### config.mk
export PLATFORM = sky130hd
export DESIGN_NAME = tx_arbiter_flat
export DESIGN_NICKNAME = d
export VERILOG_FILES = /design/src/rtl/tx_arbiter_if.sv /design/src/rtl/tx_arbiter.sv /design/src/flat_wrapper.sv
export SDC_FILE = /design/constraint.sdc
export NUM_CORES = 1
export LEC_CHECK = 0
export ABC_CLOCK_PERIOD_IN_PS = 2500
export CAP_MARGIN = 20
export CORE_ASPECT_RATIO = 1.25
export CORE_MARGIN = 2
export CORE_UTILIZATION = 41
export CTS_CLUSTER_SIZE = 10
export DETAILED_ROUTE_END_ITERATION = 12
export PLACE_DENSITY = 0.85
export SYNTH_ARGS = -nofsm -noshare
export SYNTH_HDL_FRONTEND = slang
export SYNTH_SLANG_ARGS = --single-unit
### constraint.sdc
create_clock -name clk_i -period 2.5 [get_ports clk_i]
set_input_delay 0.75 -clock clk_i [delete_from_list [all_inputs] [get_ports clk_i]]
set_output_delay 0.75 -clock clk_i [all_outputs]
set_load 0.02 [all_outputs]
### src/rtl/tx_arbiter_if.sv
// Bundle between the requesters/transmission_module side and tx_arbiter.
// The slave modport is the arbiter's view; master is the environment's.
interface tx_arbiter_if #(
  parameter int NUM_REQ     = 4,
  parameter int DATA_WIDTH  = 8,
  parameter int PRSCL_WIDTH = 8
);
  localparam int IDX_W = (NUM_REQ > 1) ? $clog2(NUM_REQ) : 1;

  logic [NUM_REQ-1:0]                 req_i;
  logic [NUM_REQ-1:0][DATA_WIDTH-1:0] data_i;
  logic [PRSCL_WIDTH-1:0]             prescl_i;
  logic [NUM_REQ-1:0]                 ack_o;
  logic [NUM_REQ-1:0]                 done_o;
  logic                               err_o;
  logic [IDX_W-1:0]                   grant_id_o;
  logic                               idle_o;
  logic [DATA_WIDTH-1:0]              tx_data_o;
  logic [PRSCL_WIDTH-1:0]             tx_prescl_o;
  logic                               tx_start_o;
  logic                               tx_busy_i;

  modport slave (
    input  req_i, data_i, prescl_i, tx_busy_i,
    output ack_o, done_o, err_o, grant_id_o, idle_o,
           tx_data_o, tx_prescl_o, tx_start_o
  );

  modport master (
    output req_i, data_i, prescl_i, tx_busy_i,
    input  ack_o, done_o, err_o, grant_id_o, idle_o,
           tx_data_o, tx_prescl_o, tx_start_o
  );
endinterface

### src/rtl/tx_arbiter.sv
// Round-robin sharing of one transmission_module among NUM_REQ requesters:
// arbitrate, latch byte/prescaler, strobe start, track busy, then idle gap.
module tx_arbiter #(
  parameter int NUM_REQ     = 4,
  parameter int DATA_WIDTH  = 8,
  parameter int PRSCL_WIDTH = 8,
  parameter int BUSY_WAIT   = 16,
  parameter int GAP_CYCLES  = 4
) (
  input  logic         clk_i,
  input  logic         reset_ni,
  tx_arbiter_if.slave  bus
);
  localparam int IDX_W = (NUM_REQ > 1) ? $clog2(NUM_REQ) : 1;
  localparam int TMR_W = $clog2(BUSY_WAIT + 1);
  localparam int GAP_W = $clog2(GAP_CYCLES + 1);

  typedef enum logic [2:0] {IDLE, LOAD, START, WAIT_BUSY, WAIT_DONE, GAP} state_t;

  state_t                 state, state_nxt;
  logic [IDX_W-1:0]       ptr, winner, cand;
  logic [TMR_W-1:0]       tmr;
  logic [GAP_W-1:0]       gap_cnt;
  logic                   any_req, found, tmr_exp, gap_exp;
  logic [NUM_REQ-1:0]     ack_q, done_q;
  logic                   err_q, start_q;
  logic [IDX_W-1:0]       grant_q;
  logic [DATA_WIDTH-1:0]  data_q;
  logic [PRSCL_WIDTH-1:0] prscl_q;

  assign any_req = |bus.req_i;
  assign tmr_exp = (tmr >= TMR_W'(BUSY_WAIT - 1));
  assign gap_exp = (gap_cnt >= GAP_W'(GAP_CYCLES - 1));

  // First requester after the last winner, wrapping modulo NUM_REQ.
  always_comb begin
    winner = ptr;
    found  = 1'b0;
    cand   = '0;
    for (int i = 1; i <= NUM_REQ; i++) begin
      cand = IDX_W'((int'(ptr) + i) % NUM_REQ);
      if (!found && bus.req_i[cand]) begin
        winner = cand;
        found  = 1'b1;
      end
    end
  end

  always_ff @(posedge clk_i or negedge reset_ni) begin
    if (!reset_ni) state <= IDLE;
    else           state <= state_nxt;
  end

  always_comb begin
    state_nxt = state;
    case (state)
      IDLE:      if (any_req) state_nxt = LOAD;
      LOAD:      state_nxt = START;
      START:     state_nxt = WAIT_BUSY;
      WAIT_BUSY: if (bus.tx_busy_i) state_nxt = WAIT_DONE;
                 else if (tmr_exp)  state_nxt = GAP;
      WAIT_DONE: if (!bus.tx_busy_i) state_nxt = GAP;
      GAP:       if (gap_exp) state_nxt = IDLE;
      default:   state_nxt = IDLE;
    endcase
  end

  always_ff @(posedge clk_i or negedge reset_ni) begin
    if (!reset_ni) begin
      ptr     <= IDX_W'(NUM_REQ - 1);
      grant_q <= '0;
      data_q  <= '0;
      prscl_q <= '0;
      ack_q   <= '0;
      done_q  <= '0;
      err_q   <= 1'b0;
      start_q <= 1'b0;
      tmr     <= '0;
      gap_cnt <= '0;
    end else begin
      ack_q   <= '0;
      done_q  <= '0;
      err_q   <= 1'b0;
      start_q <= 1'b0;
      case (state)
        IDLE: if (any_req) begin
          ptr     <= winner;
          grant_q <= winner;
        end
        LOAD: begin
          data_q     <= bus.data_i[ptr];
          prscl_q    <= bus.prescl_i;
          ack_q[ptr] <= 1'b1;
        end
        START: begin
          start_q <= 1'b1;
          tmr     <= '0;
        end
        WAIT_BUSY: if (!bus.tx_busy_i) begin
          if (tmr_exp) begin
            err_q   <= 1'b1;
            gap_cnt <= '0;
          end else begin
            tmr <= tmr + TMR_W'(1);
          end
        end
        WAIT_DONE: if (!bus.tx_busy_i) begin
          done_q[ptr] <= 1'b1;
          gap_cnt     <= '0;
        end
        GAP: if (!gap_exp) gap_cnt <= gap_cnt + GAP_W'(1);
        default: ;
      endcase
    end
  end

  assign bus.ack_o       = ack_q;
  assign bus.done_o      = done_q;
  assign bus.err_o       = err_q;
  assign bus.tx_start_o  = start_q;
  assign bus.grant_id_o  = grant_q;
  assign bus.tx_data_o   = data_q;
  assign bus.tx_prescl_o = prscl_q;
  assign bus.idle_o      = (state == IDLE);
endmodule
### src/flat_wrapper.sv
// flat-port wrapper written by rule: the top's interface ports become plain ports
module tx_arbiter_flat 
#(
  parameter int NUM_REQ     = 4,
  parameter int DATA_WIDTH  = 8,
  parameter int PRSCL_WIDTH = 8,
  parameter int BUSY_WAIT   = 16,
  parameter int GAP_CYCLES  = 4
)
  (clk_i, reset_ni, bus_req_i, bus_data_i, bus_prescl_i, bus_tx_busy_i, bus_ack_o, bus_done_o, bus_err_o, bus_grant_id_o, bus_idle_o, bus_tx_data_o, bus_tx_prescl_o, bus_tx_start_o);
  tx_arbiter_if #(.NUM_REQ(NUM_REQ), .DATA_WIDTH(DATA_WIDTH), .PRSCL_WIDTH(PRSCL_WIDTH)) bus_i ();
  input  logic clk_i;
  input  logic reset_ni;
  input wire logic [$bits(bus_i.req_i)-1:0] bus_req_i;
  input wire logic [$bits(bus_i.data_i)-1:0] bus_data_i;
  input wire logic [$bits(bus_i.prescl_i)-1:0] bus_prescl_i;
  input wire logic [$bits(bus_i.tx_busy_i)-1:0] bus_tx_busy_i;
  output wire logic [$bits(bus_i.ack_o)-1:0] bus_ack_o;
  output wire logic [$bits(bus_i.done_o)-1:0] bus_done_o;
  output wire logic [$bits(bus_i.err_o)-1:0] bus_err_o;
  output wire logic [$bits(bus_i.grant_id_o)-1:0] bus_grant_id_o;
  output wire logic [$bits(bus_i.idle_o)-1:0] bus_idle_o;
  output wire logic [$bits(bus_i.tx_data_o)-1:0] bus_tx_data_o;
  output wire logic [$bits(bus_i.tx_prescl_o)-1:0] bus_tx_prescl_o;
  output wire logic [$bits(bus_i.tx_start_o)-1:0] bus_tx_start_o;
  assign bus_i.req_i = bus_req_i;
  assign bus_i.data_i = bus_data_i;
  assign bus_i.prescl_i = bus_prescl_i;
  assign bus_i.tx_busy_i = bus_tx_busy_i;
  assign bus_ack_o = bus_i.ack_o;
  assign bus_done_o = bus_i.done_o;
  assign bus_err_o = bus_i.err_o;
  assign bus_grant_id_o = bus_i.grant_id_o;
  assign bus_idle_o = bus_i.idle_o;
  assign bus_tx_data_o = bus_i.tx_data_o;
  assign bus_tx_prescl_o = bus_i.tx_prescl_o;
  assign bus_tx_start_o = bus_i.tx_start_o;
  tx_arbiter #(.NUM_REQ(NUM_REQ), .DATA_WIDTH(DATA_WIDTH), .PRSCL_WIDTH(PRSCL_WIDTH), .BUSY_WAIT(BUSY_WAIT), .GAP_CYCLES(GAP_CYCLES)) u_core (.clk_i(clk_i), .reset_ni(reset_ni), .bus(bus_i));
endmodule
==> summary.md <==
| Metric | Value |
|---|---|
| Outcome | finished clean |
| Dpl ws | 0.0448 ns |
| R2R Path End | u_core.bus.grant_id_o[0] |
| YS warnings | 0 |
| Post-synthesis simple-gate area fraction | 0.131 |
| CP top delay family | simple AND/OR/NAND/NOR gates |
| WL/cell | 14.1 um |
| Routed vias | 1,739 |
| Fin. Hold Viols | 0 |
| Final min period | 2.17 ns |
| Max cap viols | 0 |
| Share of cells above drive strength 1 | 0.177 |
| Later-pin clock latency in the skew report | 0.29 ns |
| Syn_nets | 232 |
| Setup WS post-layout | 0.328 ns |
| CP arrival | 2.34 ns |
| Vias in the first global route | 1,716 |
| Clock power frac | 0.117 |
| Antenna Nets Post-Route | 0 |
| Critical Path RT | 2.66 ns |
| Worst-margin pin slew | 0.507 ns |
| Switching share of total power | 0.373 |
| Global route overflow | 0 |
| Yosys cell types | 45 |
| Clock root buffer | clkbuf_8 |
| CP max stage delay | 0.48 ns |
| Xor/xnor share of the synthesized area | 0.00401 |
| Slew Limit Fails | 0 |
| Commonest non-fill, non-tap cells in the layout | clkdlybuf4s50_1, dfrtp_1, mux2_2 |
| Fin cells | 322 |
| HPWL after DPL | 3.59 mm |
| Setup crit end | u_core.bus.grant_id_o[1] |
| Syn Area/Cell | 12.3 um^2 |
| Yosys reg bits | 41 |
| Nature of the critical path endpoint | register |
| Combinational power share | 0.562 |
| GR Util All Layers | 0.164 |
| Initial core utilization | 0.427 |
| Post-Synth Adder-Cell Area | 0.0458 |
| Clock Skew | 0.00693 ns |
| Period utilization | 0.869 |
| Inserted Diodes | 0 |
| Top-area cell type share of the netlist area | 0.446 |
| Total negative slack | 0 ns |
| Clk sink count | 41 |
| CP Class | in2reg |
| Power Density | 1100 nW/um^2 |
| CP Max Fanout | 6 |
| Commonest non-fill, non-tap cell in the layout | clkdlybuf4s50_1 |
| DRT iter0 DRCs | 94 |
| Setup violators final | 0 |
| Die span in x | 69.3 um |
| Flop pwr share | 0.321 |
| Ports | 76 |
| Worst reg-to-reg path cell count | 5 |
| CTS clk-pin slew, worst paths | 0.07 ns |
| Rel. slew slack | 0.662 |
| Total Power | 3.43 mW |
| Cell taking the most area after synthesis | dfrtp_1 |
| Routability cong. | 0.836 |
| HP Class | in2async |
| Syn-to-layout area delta | 43.2% |
| Rows | 29 |
| Max VDD drop | 0.538 mV |
| Synth area leaders | dfrtp_1, mux2_2, mux4_1 |
| Synthesized cell area | 2190 um^2 |
| CTS Buffer Depth | 2 |
| Levels on crit path | 6 |
| Post-synth EDFFs | 0 |
| Nets | 315 |
| Vias per std cell | 5.40 |
| Die area | 5930 um^2 |
| Ys async rst share | 1.00 |
| # H-tree levels | 2 |
| Post-synthesis compound-gate area fraction | 0.0870 |
| WP buf/inv | 2 |
| Worst-path cell chain | clkdlybuf4s50_1 -> buf_4 -> nor4_1 -> and2b_1 -> o2111ai_1 -> o22ai_1 |
| CTS tree | done |
| Pint | 2.15 mW |
| Mux share of post-synthesis cell area | 0.218 |
| Cells after synthesis | 177 |
| Ys flop type | dfrtp_1 |
| Post-route DRC | 0 |
| Buffers on Ports | 75 |
| Seq/Total Area, Yosys | 0.471 |
| Main combinational cell family by area after synthesis | multiplexers |
| First-pass GRT wire length | 7.89 mm |
| Num CTS Buffers | 5 |
| Fmax | 460 MHz |
| Cell area after layout | 3130 um^2 |
| Worst r2r src | u_core.ptr[0] |
| Leak | 1.36 nW |
| Post-CTS Setup Bufs | 0 |
| Initial antenna violation count | 0 |
| Largest net degree at the start of global routing | 42 |
| Area after DPL | 3050 um^2 |
| Net Switching | 1.28 mW |
| Critical-path top delay cell | clkdlybuf4s50_1 |
| WL final | 4.55 mm |
| Startpoint types | input port |
| Drt first pass iters | 4 |
| Fillcell total | 402 |
| Die Y | 85.6 um |
| CP startpoint | bus_req_i[0] |
| RSZ-0062 raised after global routing | no |
| Core area | 5120 um^2 |
| Placed Cells | 315 |
| Worst R2R Setup Slack | 0.46 ns |
==> power by group through the flow <==
stage	Sequential, mW	Combinational [mW]	Clock, mW
2_1_floorplan	1.32	1.03	0
3_3_place_gp	1.10	1.89	0
3_5_place_dp	1.12	1.95	0
4_1_cts	1.10	1.96	0.408
5_1_grt	1.14	2.10	0.443
6_report	1.10	1.93	0.403
==> worst min-delay path by stage <==
stage | start | endpoint | cells after the start | slack (ns)
2_1_floorplan | reset_ni | u_core.bus.ack_o[0] | 0 | 0.45
3_3_place_gp | u_core.bus.tx_prescl_o[0] | u_core.bus.tx_prescl_o[0] | 1 | 0.49
3_5_place_dp | u_core.bus.tx_prescl_o[0] | u_core.bus.tx_prescl_o[0] | 1 | 0.49
4_1_cts | u_core.bus.tx_prescl_o[0] | u_core.bus.tx_prescl_o[0] | 1 | 0.51
5_1_grt | u_core.bus.tx_prescl_o[7] | u_core.bus.tx_prescl_o[7] | 1 | 0.52
6_report | reset_ni | u_core.bus.done_o[0] | 2 | 0.51
==> synthesized netlist by cell type, types with 2 or more instances <==
master and number:
a21oi_1 5, a311oi_1 2, a31oi_1 2, and2_1 8, and3_1 4, buf_2 5, clkbuf_1 5, dfrtp_1 39
dfstp_2 2, ha_1 8, inv_1 11, mux2_2 18, mux4_1 7, mux4_2 4, nand2_1 7, nand2b_1 2
nand4_1 2, nor2_1 10, nor3_1 2, nor3b_1 3, o21ai_0 4, o22ai_1 3, o2bb2ai_1 2
==> timing repair <==
action | 4_1_cts | 5_1_grt
gates resized for setup | 0 | 1
setup endpoints to repair | 0 | 1
hold buffers | 0 | 0
endpoints found under the hold margin | 0 | 0
==> cell type report <==
type                    count  area (um^2)  area share
repair buffers             87          838       0.268
well taps                  62         77.6      0.0248
clock inverters             1         5.00     0.00160
clock buffers               6         72.6      0.0232
flip-flops and latches     41         1030       0.329
multi-input cells         114         1070       0.341
inverters                  11         41.3      0.0132
==> per-stage QoR <==
step,hold slack (ns),util
global route,0.523,0.612
floorplan,0.454,-
detailed placement,0.495,0.596
global placement,0.489,0.596
finish,0.509,0.612
CTS,0.512,0.611
==> state kept, by name (all words and copies together) (netlist names) <==
register	flops
u_core.bus.err_o	1
u_core.bus.grant_id_o	2
u_core.bus.ack_o	4
u_core.gap_cnt	3
u_core.bus.tx_data_o	8
u_core.state	3
u_core.bus.done_o	4
u_core.bus.tx_prescl_o	8
u_core.bus.tx_start_o	1
u_core.ptr	2
u_core.tmr	5
==> metal layers <==
metal,routed length (um),vias to the layer above,part of all wire,GRT usage
met4,36,0,0.0079,0.0446
li1,-,827,-,-
met2,2340,68,0.51,0.285
met1,1790,837,0.39,0.200
met5,0,-,0,0
met3,381,7,0.084,0.0482
==> kinds of logic after synthesis <==
group / count (synthesis)
fa+ha+maj: 8
simple gates: 49
mux: 29
buf+inv: 22
flops: 41
compound gates: 27
xor+xnor: 1
No activity file was read; power rests on OpenSTA's default activity.
